--- src/rtl/instr_encoder_loader.sv ---
// Encodes symbolic MIPS instruction fields (RTYPE/LW/SW/BEQ/ADDI) and streams
// the resulting words into instruction memory through a simple write port.
module instr_encoder_loader #(
  parameter int ADDR_W = 6
) (
  input  logic              clk,
  input  logic              reset,
  input  logic              start,
  input  logic              finish,
  input  logic              in_valid,
  output logic              in_ready,
  input  logic [2:0]        in_kind,
  input  logic [4:0]        in_rs,
  input  logic [4:0]        in_rt,
  input  logic [4:0]        in_rd,
  input  logic [5:0]        in_funct,
  input  logic [15:0]       in_imm,
  output logic              imem_we,
  output logic [ADDR_W-1:0] imem_addr,
  output logic [31:0]       imem_wdata,
  output logic [ADDR_W:0]   count,
  output logic              busy,
  output logic              done,
  output logic              error
);

  localparam logic [ADDR_W:0] FULL_COUNT = {1'b1, {ADDR_W{1'b0}}};

  typedef enum logic [1:0] {IDLE, LOAD, DONE, ERR} state_t;

  state_t              state_q, state_d;
  logic [ADDR_W:0]     count_q, count_d;
  logic                imem_we_q, imem_we_d;
  logic [ADDR_W-1:0]   imem_addr_q, imem_addr_d;
  logic [31:0]         imem_wdata_q, imem_wdata_d;
  logic                busy_q, busy_d;
  logic                done_q, done_d;
  logic                error_q, error_d;

  logic                accept;
  logic                legal;
  logic [31:0]         enc_word;

  assign in_ready = (state_q == LOAD) && (count_q < FULL_COUNT) && !start;
  assign accept   = in_valid && in_ready;

  always_comb begin
    legal    = 1'b0;
    enc_word = '0;
    case (in_kind)
      3'd0: begin
        enc_word = {6'b000000, in_rs, in_rt, in_rd, 5'b00000, in_funct};
        case (in_funct)
          6'b100000, 6'b100010, 6'b100100, 6'b100101, 6'b101010: legal = 1'b1;
          default: legal = 1'b0;
        endcase
      end
      3'd1: begin
        legal    = 1'b1;
        enc_word = {6'b100011, in_rs, in_rt, in_imm};
      end
      3'd2: begin
        legal    = 1'b1;
        enc_word = {6'b101011, in_rs, in_rt, in_imm};
      end
      3'd3: begin
        legal    = 1'b1;
        enc_word = {6'b000100, in_rs, in_rt, in_imm};
      end
      3'd4: begin
        legal    = 1'b1;
        enc_word = {6'b001000, in_rs, in_rt, in_imm};
      end
      default: begin
        legal    = 1'b0;
        enc_word = '0;
      end
    endcase
  end

  // An illegal acceptance wins over a coincident finish; a legal one is still written.
  always_comb begin
    state_d      = state_q;
    count_d      = count_q;
    imem_we_d    = 1'b0;
    imem_addr_d  = imem_addr_q;
    imem_wdata_d = imem_wdata_q;
    if (start) begin
      state_d = LOAD;
      count_d = '0;
    end else if (state_q == LOAD) begin
      if (accept && !legal) begin
        state_d = ERR;
      end else begin
        if (accept) begin
          imem_we_d    = 1'b1;
          imem_addr_d  = count_q[ADDR_W-1:0];
          imem_wdata_d = enc_word;
          count_d      = count_q + 1'b1;
        end
        if (finish) begin
          state_d = DONE;
        end
      end
    end
    busy_d  = (state_d == LOAD);
    done_d  = (state_d == DONE);
    error_d = (state_d == ERR);
  end

  always_ff @(posedge clk) begin
    if (reset) begin
      state_q      <= IDLE;
      count_q      <= '0;
      imem_we_q    <= 1'b0;
      imem_addr_q  <= '0;
      imem_wdata_q <= '0;
      busy_q       <= 1'b0;
      done_q       <= 1'b0;
      error_q      <= 1'b0;
    end else begin
      state_q      <= state_d;
      count_q      <= count_d;
      imem_we_q    <= imem_we_d;
      imem_addr_q  <= imem_addr_d;
      imem_wdata_q <= imem_wdata_d;
      busy_q       <= busy_d;
      done_q       <= done_d;
      error_q      <= error_d;
    end
  end

  assign imem_we    = imem_we_q;
  assign imem_addr  = imem_addr_q;
  assign imem_wdata = imem_wdata_q;
  assign count      = count_q;
  assign busy       = busy_q;
  assign done       = done_q;
  assign error      = error_q;

endmodule

--- config.mk ---
export PLATFORM = sky130hd
export DESIGN_NAME = instr_encoder_loader
export DESIGN_NICKNAME = d
export VERILOG_FILES = /design/src/rtl/instr_encoder_loader.sv
export SDC_FILE = /design/constraint.sdc
export NUM_CORES = 1
export LEC_CHECK = 0
export ABC_AREA = 1
export CAP_MARGIN = 10
export CELL_PAD_IN_SITES_DETAIL_PLACEMENT = 1
export CELL_PAD_IN_SITES_GLOBAL_PLACEMENT = 2
export CORE_MARGIN = 2
export CORE_UTILIZATION = 22
export DETAILED_ROUTE_END_ITERATION = 10
export PLACE_DENSITY_LB_ADDON = 0.1
export SYNTH_ARGS = -nofsm -noshare
export SYNTH_HDL_FRONTEND = slang
export SYNTH_SLANG_ARGS = --single-unit
--- constraint.sdc ---
create_clock -name clk -period 1.8 [get_ports clk]
set_clock_uncertainty 0.1 [all_clocks]
set_input_delay 0.27 -clock clk [delete_from_list [all_inputs] [get_ports clk]]
set_output_delay 0.27 -clock clk [all_outputs]
set_load 0.005 [all_outputs]
# Word-level counts from Yosys, hierarchy flattened
# Cells that the tools add are included.
# classes
addsub,1
order_cmp,1
eq_ne,13
mux,8
n_bitwise,3
n_reduce_logical,13
# ops
op,count
case mux 32 bit (5 select lines),1
equality test 6 bit (second input constant),5
two-way mux 2 bit,4
OR reduction 4 bit,2
adder 7 x 1 -> 7 bit (second input constant),1
< comparator 7 bit (second input constant),1
equality test 3 x 2 -> 1 bit (second input constant),2
OR reduction 5 bit,1
equality test 2 x 1 -> 1 bit (second input constant),2
equality test 2 bit (second input constant),2
logical AND 1 bit,4
AND reduction 4 bit,1
equality test 3 x 1 -> 1 bit (second input constant),1
equality test 3 bit (second input constant),1
logical NOT 3 bit,1
NOT 1 bit,3
AND reduction 3 bit,1
logical NOT 1 bit,2
two-way mux 1 bit,2
case mux 1 bit (2 select lines),1
OR reduction 2 bit,1
# totals
register_bits,51
inputBits,45
out_inout_bits,50

# Depth between registers and ports, before layout
# Gate-level depths: netlist of the first run.
# logic_depth
word_depth,10
mapped_depth,11
mapped_depth_nobuf,11

# Least setup slack after synthesis of the first run
# Ideal clock, no wire load.
# synth_timing
path_type,in2reg
from,input port in_kind[1]
to,register imem_wdata_q[27] (netlist: imem_wdata[27])
setup_time_ns,0.128
t_arrival_ns,1.161
t_required_ns,1.572
setup_slack_ns,0.412
stages,9
path_cell_list,o21ai_2 -> nand2_1 -> nand2_1 -> inv_2 -> nand2_4 -> nand2_4 -> buf_6 -> a21oi_1 -> nor2_1
# synth_via
elab_chain_cells,7
# synth_lines
item,line_no,text
"start, declared",12,"input logic [2:0] in_kind,"
"equality test 3 bit, or another cell as far along",50,case (in_kind)
OR reduction 4 bit (no line),n/a,
case mux 1 bit (2 select lines),50,
logical NOT 1 bit,92,if (accept && !legal) begin
logical AND 1 bit,92,
NOT 1 bit (no line),n/a,
AND reduction 4 bit (no line),n/a,
"end signal, assigned",126,imem_wdata_q <= imem_wdata_d;
"end, declared",35,"logic [31:0] imem_wdata_q, imem_wdata_d;"
# Several ways; a longest one is shown, not always the timed one.
# A chain may end at the register's enable or synchronous reset.

# Final worst setup path of the first run
# layout_timing
from,register count_q[2] (netlist: count[2])
to,output port count[2]
# layout_rtl
item,line_no,text
"start, declared",32,"logic [ADDR_W:0] count_q, count_d;"
"start signal, assigned",123,count_q <= count_d;
"end, declared",21,"output logic [ADDR_W:0] count,"
# No word-level cell between the ends.

==> results of run 1 <==
## cells in the mapped netlist
master     n
a21oi_1   41
a22o_1     6
buf_2      4
buf_4      7
buf_6      6
clkbuf_1   4
conb_1     1
dfxtp_1   48
ha_1       1
inv_1     23
inv_2      1
nand2_1   46
nand2_4    2
nand3_1   22
nand4_1    2
nor2_1    41
nor2_2     1
nor2_4     1
nor3b_1    1
o21ai_0   21
o21ai_1    7
o21ai_2    1
xnor2_1    2
xor2_1     2
## per-stage QoR
stage	total power, mW	std cells	util
floorplan	1.29	291	-
global placement	1.50	522	0.346
detailed placement	1.51	522	0.346
CTS	2.20	531	0.357
global route	2.29	531	0.359
finish	2.16	531	0.359
## cell type report
type / instances / area share
timing repair buffer: 120 / 0.340
sequential: 48 / 0.278
tap: 133 / 0.0481
clock buffer: 8 / 0.0260
inverter: 24 / 0.0260
multi-input combinational: 198 / 0.282
## worst register-to-register path: cells and delay by family (launching register included)
| family | cells | cell delay, ns |
|---|---|---|
| buffers and inverters | 1 | 0.04 |
| AND/OR/NAND/NOR | 9 | 1.05 |
| flip-flops | 1 | 0.34 |
## worst min path at each step
stage | start | to | slack, ns
after CTS | imem_addr[1] | imem_addr[1] | 0.37
after detailed placement | imem_addr[1] | imem_addr[1] | 0.36
after floorplan | start | busy | 0.29
after global routing | in_kind[2] | imem_wdata[28] | 0.36
final | in_kind[2] | imem_wdata[28] | 0.32
after global placement | imem_addr[3] | imem_addr[3] | 0.35
## timing repair
action / CTS / global route
pin swaps: 1 / 1
resized for setup: 3 / 16
endpoints found under the hold margin: 0 / 0
setup buffers: 1 / 0
setup endpoints to repair: 1 / 41
## state kept, by name, indices dropped and copies added (netlist names)
signal and count:
imem_wdata 29, count 7, imem_addr 6, state_q 2, busy 1, done 1, error 1, imem_we 1
## layer usage
| metal | GRT usage | vias up |
|---|---|---|
| met5 | 0 | - |
| met4 | 0.0364 | 0 |
| met3 | 0.0271 | 7 |
| met2 | 0.234 | 53 |
| met1 | 0.186 | 1010 |
| li1 | - | 1154 |
## power by group
part	switching (mW)	internal, mW	leakage (nW)
registers	0.0112	1.08	0.389
clock network	0.364	0.314	0.0455
logic	0.179	0.210	0.962
## cell families after synthesis
logic type / Yosys count
other cells: 1
flops: 48
simple gates: 116
xor+xnor: 4
compound gates: 76
fa+ha+maj: 1
buf+inv: 45
==> results summary, run 1 <==
The distinct cell type count of the synthesized netlist is 24. In the final layout, flip-flops and latches occupy a little under 1000 sq um. Hold is met by ~0.32 ns. The startpoint of the worst setup timing path is count[2].

For this configuration, the core starts out at a cell density of 0.224. The synthesized-area fraction occupied by and/or/nand/nor cells came out at 0.230. The minimum setup slack among reg-to-reg paths is between 0.2 and 0.25 ns. The wire length on met2 came out at approximately 3.3 mm.

The fraction of layout cells with a size suffix above 1 came out at 0.113. The chip width is ~100 microns. Before CTS, the worst setup slack after placement is -0.285 ns.

The worst-case reg-to-reg path depth came out at 10. The initial antenna violation count came out at 0. In this run the tightest slew margin relative to its limit is 0.535. The standard-cell row count is 36. The number of nets still failing antenna checks after routing came out at 0. In the layout the commonest cells are 89 x clkdlybuf4s50_1, 47 x dfxtp_1, 45 x nand2_1. Following the worst setup path forward leads to its endpoint at count[2].

TritonCTS built the clock tree. The library cell used most frequently in the layout, excluding fill and tap cells, is clkdlybuf4s50_1. The pre-antenna-repair detailed-routing pass consisted of 4 iterations. The power per unit of standard cell area is around 620 nW/um^2.

Summing all placed instances gives a cell area of roughly 3300 sq um. Setup repair after global routing left no endpoint under its margin. The total overflow left after global routing is 0. The worst-path cell with the longest stage delay is clkdlybuf4s50_1.

The adder and majority gate portion of the synthesized area is 0.00579. Data arrives at the worst endpoint at ~1.4 ns. The number of max-slew violations in the final report is 0. The post-route standard cell area excluding fillers came out at 3460 sq um. By area, the combinational part of the netlist is dominated by simple AND/OR/NAND/NOR gates.

The worst hold path was traced through 4 stages. The die covers 10600 sq um. The area share of the leading cell type in the synthesized netlist is 0.445.

The fraction of the mapped netlist area in compound gates came out at 0.188. The final period demand of the worst path is ~1.7 ns. Relative to the synthesized area, the layout overhead comes to 60.2%. The number of I/O pins came out at 95. The total CTS buffers came out at 5. The aggregate routed wire length is 7.23 mm. The nature of the critical path endpoint is an output port. The H-tree was split into 2 levels. The highest fanout seen on the critical path is 6. The kind of launch point of the worst setup path is a register. The area of the multi-input gates is between 900 and 1000 sq um.

The maximum number of pins on one net before global-route repair came out at 24. The wire length the detailed router placed on met1 came out at around 3.5 mm. After detailed routing, the average wire length per cell comes to roughly 14 microns. The number of buffers and inverters on the critical path is 1. Averaged over all synthesized cells, the footprint is around 7.4 sq um. Wire segments on met3 add up to about 290 microns in the final route.

The largest single stage delay on the critical path is roughly 0.56 ns. The routed via count came out at roughly 2200. The number of stages on the worst setup path is 1. The first-pass GRT wire length is 11.6 mm. The clock transition at the registers of the reported paths came out at roughly 0.09 ns.

Setup violations remaining at the end of the flow were counted as 0. The number of buffers on the longest clock path came out at 2. Walking the worst path, the cells encountered are clkdlybuf4s50_1. Grouping stages by cell kind, the critical path spends the most delay in buffers and inverters. The standard cell core area came out at approximately 9600 sq um. In the post-route analysis, the smallest setup slack over all paths is roughly 0.085 ns. The total nets after synthesis came out at ~340. The count of inserted antenna diode cells came out at 0. The max-capacitance violation count came out at 0.

The synthesized netlist occupies a cell area of around 2200 sq um. Across every metal layer, demand over resource in global routing totals 0.140. The multiplexer area fraction after synthesis is 0. The final period utilization is 0.953.

After detailed routing, the number of vias per cell comes to about 4.2. The xor/xnor share of the synthesized area is 0.0162. After legalization and detailed placement, the total HPWL measured around 5.3 mm.

By area the synthesized netlist is led by dfxtp_1 44%, a21oi_1 9.5%, nand2_1 8.0%, nor2_1 7.1%, nand3_1 5.1%. The source-to-sink clock delay at the later pin of the worst-skew pair is roughly 0.30 ns. Data on the critical path is required at its endpoint by 1.43 ns. The via count of the first global-routing pass was between 2000 and 2500. The Yosys warning count is 0. The type of the worst setup path is register to output port. The tree is rooted in a clkbuf_8. VDD sags by at most between 0.2 and 0.3 mV. The maximum clock frequency came out at 0.583 GHz. The placer's final routability congestion estimate is 0.744. The vertical die dimension is about 100 microns. The synthesized design spends more area on one cell type than any other, namely dfxtp_1. The flow ran to the end, and the final reports show no timing, DRC or antenna violations. Fill cells in the final layout number ~1200. The count of unresolved DRC violations after routing came out at 0. The startpoint identified for the worst register-to-register timing path is state_q[0]. The uppermost layer routed is met4.

The worst register-to-register path ends at busy. The part of the Yosys area used for sequential elements is 0.445. The count of input and output buffers came out at 93. The final-report hold violation count was 0. The initial detailed-routing violation count is 58. The number of clock sinks seen by CTS came out at 48. The analysis attributes to cell leakage a power of around 1.4 nW. The gate count of the mapped netlist came out at 291.

The quantity of hold-fixing buffers added after cts came out at 0. The total number of nets in the final design came out at approximately 440. The synthesized flop and latch total came out at between 40 and 50. The sum of negative setup slack came out at 0 ns. The slew of the pin with the lowest slew margin is around 0.7 ns. The tightest min-delay check is of the primary input to register type.
Note: power is estimated with default switching activity, not from simulation.
==> inputs of run 2 (changes only) <==
--- a/config.mk
+++ b/config.mk
@@ -13,6 +13,7 @@
 export CORE_UTILIZATION = 22
 export DETAILED_ROUTE_END_ITERATION = 10
 export PLACE_DENSITY_LB_ADDON = 0.1
+export SETUP_SLACK_MARGIN = 0.2
 export SYNTH_ARGS = -nofsm -noshare
 export SYNTH_HDL_FRONTEND = slang
 export SYNTH_SLANG_ARGS = --single-unit
==> results summary, run 2 (synthesis gave the netlist of run 1 again) <==
Status: finished, final reports clean (unchanged). The wire length the detailed router placed on met1 came out at 3.80 mm (was 3.52 mm). The routed via count is 2331 (was 2224). The sum of net half-perimeters after detailed placement was 5.26 mm (unchanged).

The count of input and output buffers came to 93 (unchanged). The leftover overflow at the end of global routing came out at 0 (unchanged). The capture point of the worst path is imem_wdata[27] (was count[2]). The critical path data arrival time came out at 1.20 ns (was 1.35 ns). The initial antenna violation count came out at 0 (unchanged). The overall power after layout is 2.22 mW (was 2.16 mW). The first-pass GRT wire length is 11.6 mm (about the same). The worst-path cell with the longest stage delay is clkdlybuf4s50_1 (unchanged). The count of unresolved DRC violations after routing came out at 0 (unchanged).

The flip-flop count of the largest register after layout is 29 (unchanged). Critical Path, Cell by Cell: clkdlybuf4s50_1 (unchanged). The final setup slack of the worst path is 0.232 ns (was 0.0849 ns). The average wire per cell in the routed design came to 14.5 microns (was 13.6 microns). The standard-cell row count is 36 (unchanged). The length of routed met3 wiring is 278 microns (was 286 microns). The aggregate routed wire length is 7.89 mm (was 7.23 mm). The length of the first detailed-routing pass in iterations is 4 (unchanged). The number of nets still failing antenna checks after routing came out at 0 (unchanged).

The number of I/O pins came out at 95 (unchanged). The uppermost layer routed is met4 (unchanged). The count of inserted antenna diode cells is 0 (unchanged). The initial detailed-routing violation count is 65 (was 58). The fraction of layout cells with a size suffix above 1 came out at 0.226 (was 0.113). The final period utilization came out at 0.871 (was 0.953). The wire length on met2 is 3.72 mm (was 3.34 mm). The number of buffers on the longest clock path came out at 2 (unchanged). The number of stages on the worst setup path was 1 (unchanged). The setup violation total in the final timing report was 0 (unchanged). The power per unit of standard cell area is 584 nW/um^2 (was 624 nW/um^2).

The max-capacitance violation count is 0 (unchanged). The placer's final routability congestion estimate is 0.744 (unchanged). The highest fanout seen on the critical path came out at 4 (was 6). The quantity of hold-fixing buffers added after cts was 0 (unchanged). The overall fraction of global-route tracks in use came out at 0.141 (was 0.140). The clock transition at the registers of the reported paths came to 0.09 ns (about the same).

The total CTS buffers came out at 5 (unchanged). The type of the worst setup path is register to output port (unchanged). The source-to-sink clock delay at the later pin of the worst-skew pair came out at 0.30 ns (about the same).

The starting density of the core came out at 0.224 (unchanged). The final-report hold violation count came out at 0 (unchanged). The total number of nets in the final design is 457 (was 443). Unrepaired setup endpoints after global routing: true (was false). The CTS tree was built (unchanged).

The number of max-slew violations in the final report is 0 (unchanged). The root buffer cell was clkbuf_8 (unchanged). The worst stage delay on the critical path is 0.52 ns (was 0.56 ns). The final period demand of the worst path came out at 1.57 ns (was 1.72 ns). The chip width came out at 103 microns (unchanged). Most frequent cells in the layout: 82 x clkdlybuf4s50_1, 46 x nand2_1, 40 x a21oi_1 (was 89 x clkdlybuf4s50_1, 47 x dfxtp_1, 45 x nand2_1).

The kind of launch point of the worst setup path was a register (unchanged). The H-tree depth came out at 2 (unchanged). The most common cell after layout, fill and taps aside is clkdlybuf4s50_1 (unchanged). The number of clock sinks seen by CTS was 48 (unchanged).

The worst-case reg-to-reg path depth is 9 (was 10). The area of the die is 10600 sq um (unchanged). The leakage power total is 1.58 nW (was 1.40 nW). The class of the tightest hold or removal check is primary input to register (unchanged). The maximum clock frequency is 0.638 GHz (was 0.583 GHz). The nature of the critical path endpoint is an output port (unchanged).

The per-cell via count in the routed design is 4.28 (was 4.19). The maximum number of pins on one net before global-route repair is 24 (unchanged). The vertical die dimension came out at 103 microns (unchanged). The worst setup slack after placement came out at -0.285 ns (unchanged). The source of the worst register-to-register timing path is state_q[0] (unchanged). The startpoint of the worst setup timing path is imem_wdata[27] (was count[2]). The via count of the first global-routing pass is 2334 (was 2315). The worst supply voltage drop on vdd came out at 0.259 mV (was 0.256 mV). The cell type group with the largest total delay on the critical path is buffers and inverters (unchanged).

The destination of the worst register-to-register timing path was imem_wdata[2] (was busy). The required time at the worst-slack endpoint was 1.43 ns (about the same). The area added between synthesis and finish is 76.2% (was 60.2%).

The standard cell core area came out at 9640 sq um (unchanged). The sum of buffers and inverters on the critical path was 1 (unchanged). The minimum setup slack among reg-to-reg paths is 0.25 ns (was 0.23 ns).
==> run 2: cell type report <==
class / instances / area (sq um)
multi-input cells: 199 / 1120
repair buffers: 132 / 1340
flip-flops and latches: 48 / 986
fillers: 1179 / 5830
repair inverters: 1 / 7.51
well taps: 133 / 166
clock buffers: 8 / 90.1
inverters: 24 / 93.8
==> run 2: per-layer routing <==
metal / vias up / GRT usage
met1: 1083 / 0.186
met3: 7 / 0.0271
li1: 1188 / -
met4: 0 / 0.0364
met5: - / 0
met2: 53 / 0.236
==> run 2: what timing repair did <==
item,CTS,global route
gates resized for setup,18,69
setup buffers,4,6
setup endpoints to repair,55,54
gates cloned,0,5
pin swaps,3,12
==> run 2: worst min path at each step <==
stage,end,cells past startpoint,start,slack (ns)
global route,imem_wdata[4],5,in_funct[4],0.36
finish,imem_wdata[4],5,in_funct[4],0.33
global placement,imem_addr[3],2,imem_addr[3],0.35
CTS,imem_addr[1],2,imem_addr[1],0.37
floorplan,busy,2,start,0.29
detailed placement,imem_addr[1],2,imem_addr[1],0.36
==> run 2: per-stage QoR <==
stage	instance area, sq um	cells	setup TNS [ns]	hold WS (ns)	util
CTS	3480	534	0	0.369	0.361
global route	3810	545	0	0.365	0.395
floorplan	2160	291	0	0.287	-
global placement	3340	522	-6.23	0.353	0.346
finish	3810	545	0	0.330	0.395
detailed placement	3340	522	-9.64	0.356	0.346
==> run 2: power breakdown <==
part	leakage, nW	internal [mW]	switching, mW	total, mW
Combinational	1.14	0.240	0.216	0.455
Clock	0.0455	0.314	0.367	0.682
Sequential	0.395	1.08	0.0117	1.09
Total	1.58	1.63	0.595	2.22
